===== config.mk =====
export PLATFORM = sky130hd
export DESIGN_NAME = crumb_collector_flat
export DESIGN_NICKNAME = d
export VERILOG_FILES = /design/src/rtl/crumb_collector_if.sv /design/src/rtl/crumb_collector.sv /design/src/flat_wrapper.sv
export SDC_FILE = /design/constraint.sdc
export NUM_CORES = 1
export LEC_CHECK = 0
export CAP_MARGIN = 10
export CORE_MARGIN = 10
export CORE_UTILIZATION = 40
export DETAILED_ROUTE_END_ITERATION = 10
export PLACE_DENSITY = 0.74
export SETUP_SLACK_MARGIN = 0.1
export SYNTH_ARGS = -nofsm -noshare
export SYNTH_HDL_FRONTEND = slang
export SYNTH_SLANG_ARGS = --single-unit

===== constraint.sdc =====
create_clock -name clk -period 1.45 [get_ports clk]
set_input_delay 0.3625 -clock clk [delete_from_list [all_inputs] [get_ports clk]]
set_output_delay 0.3625 -clock clk [all_outputs]
set_load 0.03 [all_outputs]

===== src/rtl/crumb_collector_if.sv =====
// Receive-side bundle of the crumb chain: serial en/bit inputs, word handshake and status.
interface crumb_collector_if #(
    parameter int WIDTH = 8
);
    localparam int CNT_W = $clog2(WIDTH);

    logic             en_i;
    logic             rbit_i;
    logic [WIDTH-1:0] word_o;
    logic             valid_o;
    logic             ready_i;
    logic             overflow_o;
    logic             clr_ovf_i;
    logic [CNT_W-1:0] bit_cnt_o;

    modport slave (
        input  en_i, rbit_i, ready_i, clr_ovf_i,
        output word_o, valid_o, overflow_o, bit_cnt_o
    );

    modport master (
        output en_i, rbit_i, ready_i, clr_ovf_i,
        input  word_o, valid_o, overflow_o, bit_cnt_o
    );
endinterface


===== src/rtl/crumb_collector.sv =====
// Crumb chain terminator: synchronises en/rbit and packs MSB-first bits into WIDTH-bit words.
// valid_o rises SYNC_STAGES edges after the last bit is sampled; a word completing while the held word is stalled is dropped and flagged.
module crumb_collector #(
    parameter int WIDTH       = 8,
    parameter int SYNC_STAGES = 2
) (
    input  logic          clk,
    input  logic          rst,
    crumb_collector_if.slave bus
);
    localparam int CNT_W = $clog2(WIDTH);
    localparam logic [CNT_W-1:0] CNT_MAX = CNT_W'(WIDTH - 1);

    logic [SYNC_STAGES-1:0] en_sync_q, en_sync_d;
    logic [SYNC_STAGES-1:0] rbit_sync_q, rbit_sync_d;
    logic [WIDTH-1:0]       shreg_q, shreg_d;
    logic [CNT_W-1:0]       bit_cnt_q, bit_cnt_d;
    logic [WIDTH-1:0]       word_q, word_d;
    logic                   valid_q, valid_d;
    logic                   ovf_q, ovf_d;

    logic             en_s;
    logic             rbit_s;
    logic [WIDTH-1:0] next_word;
    logic             complete;

    assign en_s      = en_sync_q[SYNC_STAGES-1];
    assign rbit_s    = rbit_sync_q[SYNC_STAGES-1];
    assign next_word = {shreg_q[WIDTH-2:0], rbit_s};

    always_comb begin
        en_sync_d   = {en_sync_q[SYNC_STAGES-2:0], bus.en_i};
        rbit_sync_d = {rbit_sync_q[SYNC_STAGES-2:0], bus.rbit_i};

        // Idle discards any partial word without flagging it.
        shreg_d   = '0;
        bit_cnt_d = '0;
        complete  = 1'b0;
        if (en_s) begin
            shreg_d = next_word;
            if (bit_cnt_q == CNT_MAX) begin
                complete = 1'b1;
            end else begin
                bit_cnt_d = bit_cnt_q + CNT_W'(1);
            end
        end

        word_d  = word_q;
        valid_d = valid_q;
        ovf_d   = ovf_q & ~bus.clr_ovf_i;
        if (valid_q && bus.ready_i) begin
            valid_d = 1'b0;
        end
        // A drop sets overflow after the clear so a simultaneous set wins.
        if (complete) begin
            if (!valid_q || bus.ready_i) begin
                word_d  = next_word;
                valid_d = 1'b1;
            end else begin
                ovf_d = 1'b1;
            end
        end
    end

    always_ff @(posedge clk or posedge rst) begin
        if (rst) begin
            en_sync_q   <= '0;
            rbit_sync_q <= '0;
            shreg_q     <= '0;
            bit_cnt_q   <= '0;
            word_q      <= '0;
            valid_q     <= 1'b0;
            ovf_q       <= 1'b0;
        end else begin
            en_sync_q   <= en_sync_d;
            rbit_sync_q <= rbit_sync_d;
            shreg_q     <= shreg_d;
            bit_cnt_q   <= bit_cnt_d;
            word_q      <= word_d;
            valid_q     <= valid_d;
            ovf_q       <= ovf_d;
        end
    end

    assign bus.word_o     = word_q;
    assign bus.valid_o    = valid_q;
    assign bus.overflow_o = ovf_q;
    assign bus.bit_cnt_o  = bit_cnt_q;
endmodule

===== src/flat_wrapper.sv =====
// flat-port wrapper written by rule: the top's interface ports become plain ports
module crumb_collector_flat 
#(
    parameter int WIDTH       = 8,
    parameter int SYNC_STAGES = 2
)
  (clk, rst, bus_en_i, bus_rbit_i, bus_ready_i, bus_clr_ovf_i, bus_word_o, bus_valid_o, bus_overflow_o, bus_bit_cnt_o);
  crumb_collector_if #(.WIDTH(WIDTH)) bus_i ();
  input  logic clk;
  input  logic rst;
  input wire logic [$bits(bus_i.en_i)-1:0] bus_en_i;
  input wire logic [$bits(bus_i.rbit_i)-1:0] bus_rbit_i;
  input wire logic [$bits(bus_i.ready_i)-1:0] bus_ready_i;
  input wire logic [$bits(bus_i.clr_ovf_i)-1:0] bus_clr_ovf_i;
  output wire logic [$bits(bus_i.word_o)-1:0] bus_word_o;
  output wire logic [$bits(bus_i.valid_o)-1:0] bus_valid_o;
  output wire logic [$bits(bus_i.overflow_o)-1:0] bus_overflow_o;
  output wire logic [$bits(bus_i.bit_cnt_o)-1:0] bus_bit_cnt_o;
  assign bus_i.en_i = bus_en_i;
  assign bus_i.rbit_i = bus_rbit_i;
  assign bus_i.ready_i = bus_ready_i;
  assign bus_i.clr_ovf_i = bus_clr_ovf_i;
  assign bus_word_o = bus_i.word_o;
  assign bus_valid_o = bus_i.valid_o;
  assign bus_overflow_o = bus_i.overflow_o;
  assign bus_bit_cnt_o = bus_i.bit_cnt_o;
  crumb_collector #(.WIDTH(WIDTH), .SYNC_STAGES(SYNC_STAGES)) u_core (.clk(clk), .rst(rst), .bus(bus_i));
endmodule

## After elaboration in Yosys (flattened, before gate mapping)

Cells that the tools add are included.

- Flip-flop bits (word level): 24
- Bits in latches: 0
- Memory bits (writable): 0
- Bits in read-only memories: 0
- Input bits: 6
- Output and inout port bits: 13
- Word-level logic and storage cells: 25
- Memories kept: 0

- $add $sub $neg: 1
- Multipliers: 0
- Div/mod/pow operators: 0
- $lt $le $gt $ge: 0
- Equal/unequal tests: 1
- Shifts and indexed selects: 0
- Muxes and demuxes: 10
- Bitwise gates (word level): 2
- Reductions and logical operators: 4

Operators with widths:

| kind | number |
|---|---|
| $mux W1 | 7 |
| $mux W7 | 1 |
| $mux W3 | 2 |
| $add A3 B1 Y3 const B | 1 |
| $eq A3 B3 Y1 const B | 1 |
| $reduce_and A2 Y1 | 1 |
| $and A1 B1 Y1 | 1 |
| $logic_and A1 B1 Y1 | 1 |
| $logic_not A1 Y1 | 1 |
| $logic_or A1 B1 Y1 | 1 |
| $not A1 Y1 | 1 |

## Logic depth before layout (Yosys ltp)

Gate-level depths: netlist of run 1.

- Depth in word-level cells: 4
- Depth in mapped cells: 6
- Depth with buffers taken out: 5

## Worst setup path before layout of run 1

Ideal clock, no wire load.

- Path type: reg-to-reg
- From: reg u_core.bit_cnt_q[0], in the netlist u_core.bus.bit_cnt_o[0]
- To: reg u_core.word_q[0], in the netlist u_core.bus.word_o[0]
- Library setup time: 0.125 ns
- Data arrival time: 1.512 ns
- Required time: 1.325 ns
- Path slack: -0.187 ns
- Stages on the path, launching flop included: 7
- Cells stage by stage: dfrtp_1 > ha_1 > ha_1 > nand2_2 > nor2b_4 > buf_6 > mux2_4

- Cells in the longest elaborated chain, start to end: 4

Ends and longest elaborated chain:

| item | RTL line | source |
|---|---|---|
| start: declaration | crumb_collector.sv:17 | `logic [CNT_W-1:0] bit_cnt_q, bit_cnt_d;` |
| start signal: assignment | crumb_collector.sv:78 | `bit_cnt_q <= bit_cnt_d;` |
| $eq A3 B3 Y1 | crumb_collector.sv:41 | `if (bit_cnt_q == CNT_MAX) begin` |
| $mux W1 | crumb_collector.sv:41 |  |
| $mux W1 | crumb_collector.sv:39 | `if (en_s) begin` |
| $reduce_and A2 Y1 (no source line) | n/a |  |
| end signal: assignment | crumb_collector.sv:79 | `word_q <= word_d;` |
| end: declaration | crumb_collector.sv:18 | `logic [WIDTH-1:0] word_q, word_d;` |

No other way between the ends.
A chain may end at the register's enable or synchronous reset.

## Final worst setup path of run 1

- From: reg u_core.bit_cnt_q[1], in the netlist u_core.bus.bit_cnt_o[1]
- To: reg u_core.word_q[3], in the netlist u_core.bus.word_o[3]

The elaborated chain is that of the path after synthesis.

==> results of run 1 <==
## final cells by class
class / count / area, sq um / share of cell area (%)
multi-input combinational: 25 / 285 / 24.5
tap: 27 / 33.8 / 2.91
inverter: 2 / 7.51 / 0.646
timing repair buffer: 26 / 206 / 17.8
clock buffer: 4 / 26.3 / 2.26
sequential: 24 / 603 / 51.9
## flip-flops by register name, indices dropped and copies added, names as in the netlist
name,cells
u_core.bus.word_o,8
u_core.shreg_q,7
u_core.bus.bit_cnt_o,3
u_core.en_sync_q,2
u_core.rbit_sync_q,2
u_core.bus.overflow_o,1
u_core.bus.valid_o,1
## power by group through the flow
stage | clock network, mW | logic [mW] | registers, mW
after floorplan | 0 | 0.0352 | 0.742
after global placement | 0 | 0.106 | 0.720
after detailed placement | 0 | 0.112 | 0.721
after CTS | 0.301 | 0.112 | 0.708
after global routing | 0.325 | 0.120 | 0.710
final | 0.288 | 0.111 | 0.707
## cell usage after synthesis (all sizes together)
cell type   n
dfrtp      24
and2        8
mux2        8
ha          2
inv         2
nand2       2
and3b       1
buf         1
clkbuf      1
nand2b      1
nor2b       1
nor3b       1
o22ai       1
## critical path, delay by kind of cell (launching register included)
family / cells / cell delay, ns
fa+ha+maj: 2 / 0.34
buf+inv: 1 / 0.14
flops: 1 / 0.45
mux: 1 / 0.29
simple gates: 2 / 0.10
## routing by layer
layer  part of all wire, %  wire length [microns]  track usage [%]  vias to the layer above
met4                   1.1                     18             3.85                        0
met5                     0                      0                0                        -
met2                    50                    811             12.3                       15
met3                   6.7                    109             3.18                        4
li1                      -                      -                -                      229
met1                    43                    697             8.28                      247
## path summary, 6_finish.rpt
kind / start / endpoint / slack [ns] / cells past startpoint
worst max-delay path: u_core.bus.bit_cnt_o[1] / u_core.bus.word_o[3] / 0.02 / 6
worst min-delay path: u_core.en_sync_q[0] / u_core.en_sync_q[1] / 0.36 / 0
worst max register to register: u_core.bus.bit_cnt_o[1] / u_core.bus.word_o[3] / 0.02 / 6
worst min register to register: u_core.en_sync_q[0] / u_core.en_sync_q[1] / 0.36 / 0
max in group asynchronous: rst / u_core.bus.bit_cnt_o[1] / 0.81 / 3
min in group asynchronous: rst / u_core.shreg_q[6] / 0.40 / 3
## placed cells by master (no fill, tap or decap), types with 2 or more instances in the layout
cell type	count
and2_1	8
clkbuf_4	3
inv_1	2
buf_4	12
ha_4	2
buf_2	7
dfrtp_1	22
mux2_4	8
dfrtp_2	2
clkdlybuf4s50_1	5
## logic make-up (layout without fill, tap and decap cells)
logic type,Yosys count,count (layout)
DFF,24,24
and+or+nand+nor,14,14
muxes,8,8
buffers and inverters,4,32
adders and majority gates,2,2
AOI/OAI and AO/OA,1,1
## per-stage QoR
| stage | hold WS, ns | utilization, % | cell area (sq um) | TNS (ns) | setup slack [ns] |
|---|---|---|---|---|---|
| 2_1_floorplan | 0.331 | - | 911 | -0.175 | -0.0219 |
| 3_3_place_gp | 0.334 | 56.3 | 1140 | -1.53 | -0.199 |
| 3_5_place_dp | 0.336 | 56.3 | 1140 | -1.74 | -0.222 |
| 5_1_grt | 0.368 | 57.5 | 1160 | -0.0287 | -0.00916 |
| 4_1_cts | 0.365 | 57.2 | 1160 | 0 | 0.0134 |
| 6_report | 0.364 | 57.5 | 1160 | 0 | 0.0229 |
## timing repair
item	in CTS	in global routing
setup buffers	3	1
pin swaps	1	1
resized for setup	33	3
endpoints found under the setup margin	15	10
==> flow_summary.ini, run 1 <==
[synthesis]
synth_top_family_by_area = multiplexers
syn_nets = 61
synth_top_area_cell = dfrtp_1
ys_warn_count = 0
synthAdderAreaFrac_pct = 2.85
yosysSeqAreaShare_pct = 68.4
synth.avg_cell_area_sq_um = 16.6
synth_compound_area_share_pct = 0.712
synth_top_area_share_pct = 68.4
synth_area_sq_um = 878
synthMuxAreaShare_pct = 13.7
synthXorXnorAreaFrac_pct = 0
synthCells = 53
synthDistinctLibCells = 14
ys_seq_elements = 24
synthTopCellsByArea = dfrtp_1, mux2_4, and2_1
synth-simple-area-share_pct = 11.8

[setup_path]
slowest_stage = dfrtp_2
cp.arrival_ns = 1.63
cpMostUsedCell = ha_4
cp_max_fo = 8
endpoint_kind = flop
max_stage_delay_ns = 0.45
crit_chain = ha_4 -> ha_4 -> nand2_4 -> nor2b_4 -> buf_12 -> mux2_4
start_kind = flop
required_ns = 1.65
crit_type = reg -> reg

[route]
wl_per_cell_microns = 15.2
drc = 0
drt_wl_total_mm = 1.64
antenna_left = 0
viasPerCell = 4.58
firstDrtPassIters = 2
drtIter0Drc = 13
vias = 495

[global_route]
grt_pass1_wl_mm = 2.56
grt_use_total_pct = 7.59
grt_pass1_vias = 547
overflow = 0
antenna_found_initial = 0
grt_max_degree = 25

[cts]
clk_pin_slew_ns = 0.12
ctsRootBufferMaster = clkbuf_4
max-clock-path-buffers = 2
cts_tree = yes
insertion_delay_ns = 0.30
numCtsBuffers = 3
cts_max_level = 1
cts_hold_buf = 0
cts_sinks = 24

[pwr]
total_power_mw = 1.11
combPwrFrac_pct = 10.0
power_leakage_nw = 0.605
switching_share_pct = 23.0
power.internal_mw = 0.851
powerDensity_nw_per_um2 = 952
vdd_drop_max_mv = 0.573
seq_power_share_pct = 63.9
pwr-share-clk_pct = 26.1
p_sw_mw = 0.255

[placement]
gp_congestion = 0.685
dp_cells = 100
hpwlAfterDp_mm = 1.19
io_buffers = 18

[outcome]
outcome = completed

[sta]
finalSetupViolCount = 0
rsz0062_at_grt = yes
tightest_slew_ns = 0.300
fin_crit_ns = 1.43
fin_crit_sh_pct = 98.4
hold_viol_final = 0
fin_skew_ns = 0.00110
slew_headroom_pct = 80.0
slew_violations = 0
timing.fmax_ghz = 0.701

[job]
max_cap_violations = 0

[die]
die_w_microns = 66.9
die_area_sq_um = 4470
core_region_area_sq_um = 2020
start_util_pct = 43.4
die_height_microns = 66.9
ios = 19
rows = 16

[finish]
fin_nets = 90
num-fill-cells = 172
layout.cells.non_filler = 108
drive_above_1_share_pct = 48.1
antenna_cells = 0
area_growth_pct = 32.3

[min_path]
hold_class = reg -> reg
(Power assumes the default switching activity.)
==> inputs of run 2 (changes only) <==
CTS_CLUSTER_DIAMETER = 200   (was unset)
==> results of run 2 <==
Same layout as run 1: the final DEF is identical, and so are final timing and power.
==> inputs of run 3 (changes only) <==
SKIP_CTS_REPAIR_TIMING = 1   (was unset)
==> flow_summary.ini, run 3 (synthesis gave the netlist of run 1 again) <==
[setup_path]
max_stage_delay_ns = 0.45
cp_max_fo = 8
cpMostUsedCell = ha_4
cp.arrival_ns = 1.63
slowest_stage = dfrtp_2
crit_buf_inv = 1
endpoint_kind = flop
critical-path-top-delay-family = flip-flops
crit_chain = ha_4 -> ha_4 -> nand2_4 -> nor2b_4 -> buf_12 -> mux2_4
crit_type = reg -> reg
required_ns = 1.65
start_kind = flop

[sta]
fin_crit_ns = 1.43
fin_tns_setup_ns = 0
fin_skew_ns = 0.00134
hold_slack_ns = 0.364
slew_headroom_pct = 80.4
timing.fmax_ghz = 0.698
slew_violations = 0
finalSetupViolCount = 0
hold_viol_final = 0
fin_crit_sh_pct = 98.8
rsz0062_at_grt = yes
tightest_slew_ns = 0.293

[cts]
insertion_delay_ns = 0.30
cts_max_level = 1
cts_sinks = 24
numCtsBuffers = 3
ctsRootBufferMaster = clkbuf_4
clk_pin_slew_ns = 0.12
max-clock-path-buffers = 2
cts_tree = yes

[placement]
dp_cells = 100
placed_area_sq_um = 1140
io_buffers = 18
hpwlAfterDp_mm = 1.19
gp_congestion = 0.685

[route]
drtIter0Drc = 19
drt_wl_total_mm = 1.63
vias = 483
viasPerCell = 4.51
drc = 0
firstDrtPassIters = 3
antenna_left = 0
wl_per_cell_microns = 15.2

[global_route]
grt_pass1_wl_mm = 2.44
overflow = 0
grt_max_degree = 25
grt_use_total_pct = 7.25
antenna_found_initial = 0
grt_pass1_vias = 526

[die]
die_w_microns = 66.9
core_region_area_sq_um = 2020
rows = 16
ios = 19
die_height_microns = 66.9
die_area_sq_um = 4470
start_util_pct = 43.4

[finish]
drive_above_1_share_pct = 47.5
post-route-cell-area_sq_um = 1150
final_common_cell = dfrtp_1
layout.cells.non_filler = 107
area_growth_pct = 31.5
antenna_cells = 0
final_cell_mix = dfrtp_1, buf_4, mux2_4, and2_1, clkbuf_2
largest_reg_flops = 8
final_util_pct = 57.1
fin_nets = 89

[pwr]
power_leakage_nw = 0.592
vdd_drop_max_mv = 0.573
powerDensity_nw_per_um2 = 957

[job]
max_cap_violations = 0

[min_path]
hold_class = reg -> reg

[outcome]
outcome = completed
==> run 3: layout make-up <==
class / instances / area (sq um)
Fill cell: 171 / 867
Tap cell: 27 / 33.8
Sequential cell: 24 / 603
Timing Repair Buffer: 25 / 199
Clock buffer: 4 / 26.3
Inverter: 2 / 7.51
Multi-Input combinational cell: 25 / 285
==> run 3: routing by layer <==
layer	track usage [%]	part of all wire [%]	up-vias
met5	0	0	-
met4	3.85	0.49	0
met3	3.01	5.4	2
met2	11.7	50	13
met1	7.89	44	243
li1	-	-	225
==> run 3: path summary, 6_finish.rpt <==
path | start | endpoint | slack (ns) | cells past startpoint
max | u_core.bus.bit_cnt_o[0] | u_core.bus.word_o[3] | 0.02 | 6
min | u_core.en_sync_q[0] | u_core.en_sync_q[1] | 0.36 | 0
max reg2reg | u_core.bus.bit_cnt_o[0] | u_core.bus.word_o[3] | 0.02 | 6
max in group asynchronous | rst | u_core.bus.bit_cnt_o[1] | 0.81 | 3
min in group asynchronous | rst | u_core.bus.word_o[6] | 0.40 | 3
min reg2reg | u_core.en_sync_q[0] | u_core.en_sync_q[1] | 0.36 | 0
==> run 3: metrics by stage <==
stage | total power [mW] | worst slack [ns]
finish | 1.11 | 0.0168
floorplan | 0.777 | -0.0219
CTS | 1.12 | -0.309
global placement | 0.825 | -0.199
global route | 1.15 | -0.0132
detailed placement | 0.834 | -0.222
==> run 3: where the power goes <==
| part | leakage [nW] | switching (mW) | total (mW) | internal [mW] |
|---|---|---|---|---|
| logic | 0.259 | 0.0573 | 0.109 | 0.0521 |
| clock network | 0.0150 | 0.182 | 0.289 | 0.107 |
| registers | 0.319 | 0.0157 | 0.707 | 0.692 |
| total | 0.592 | 0.255 | 1.11 | 0.851 |
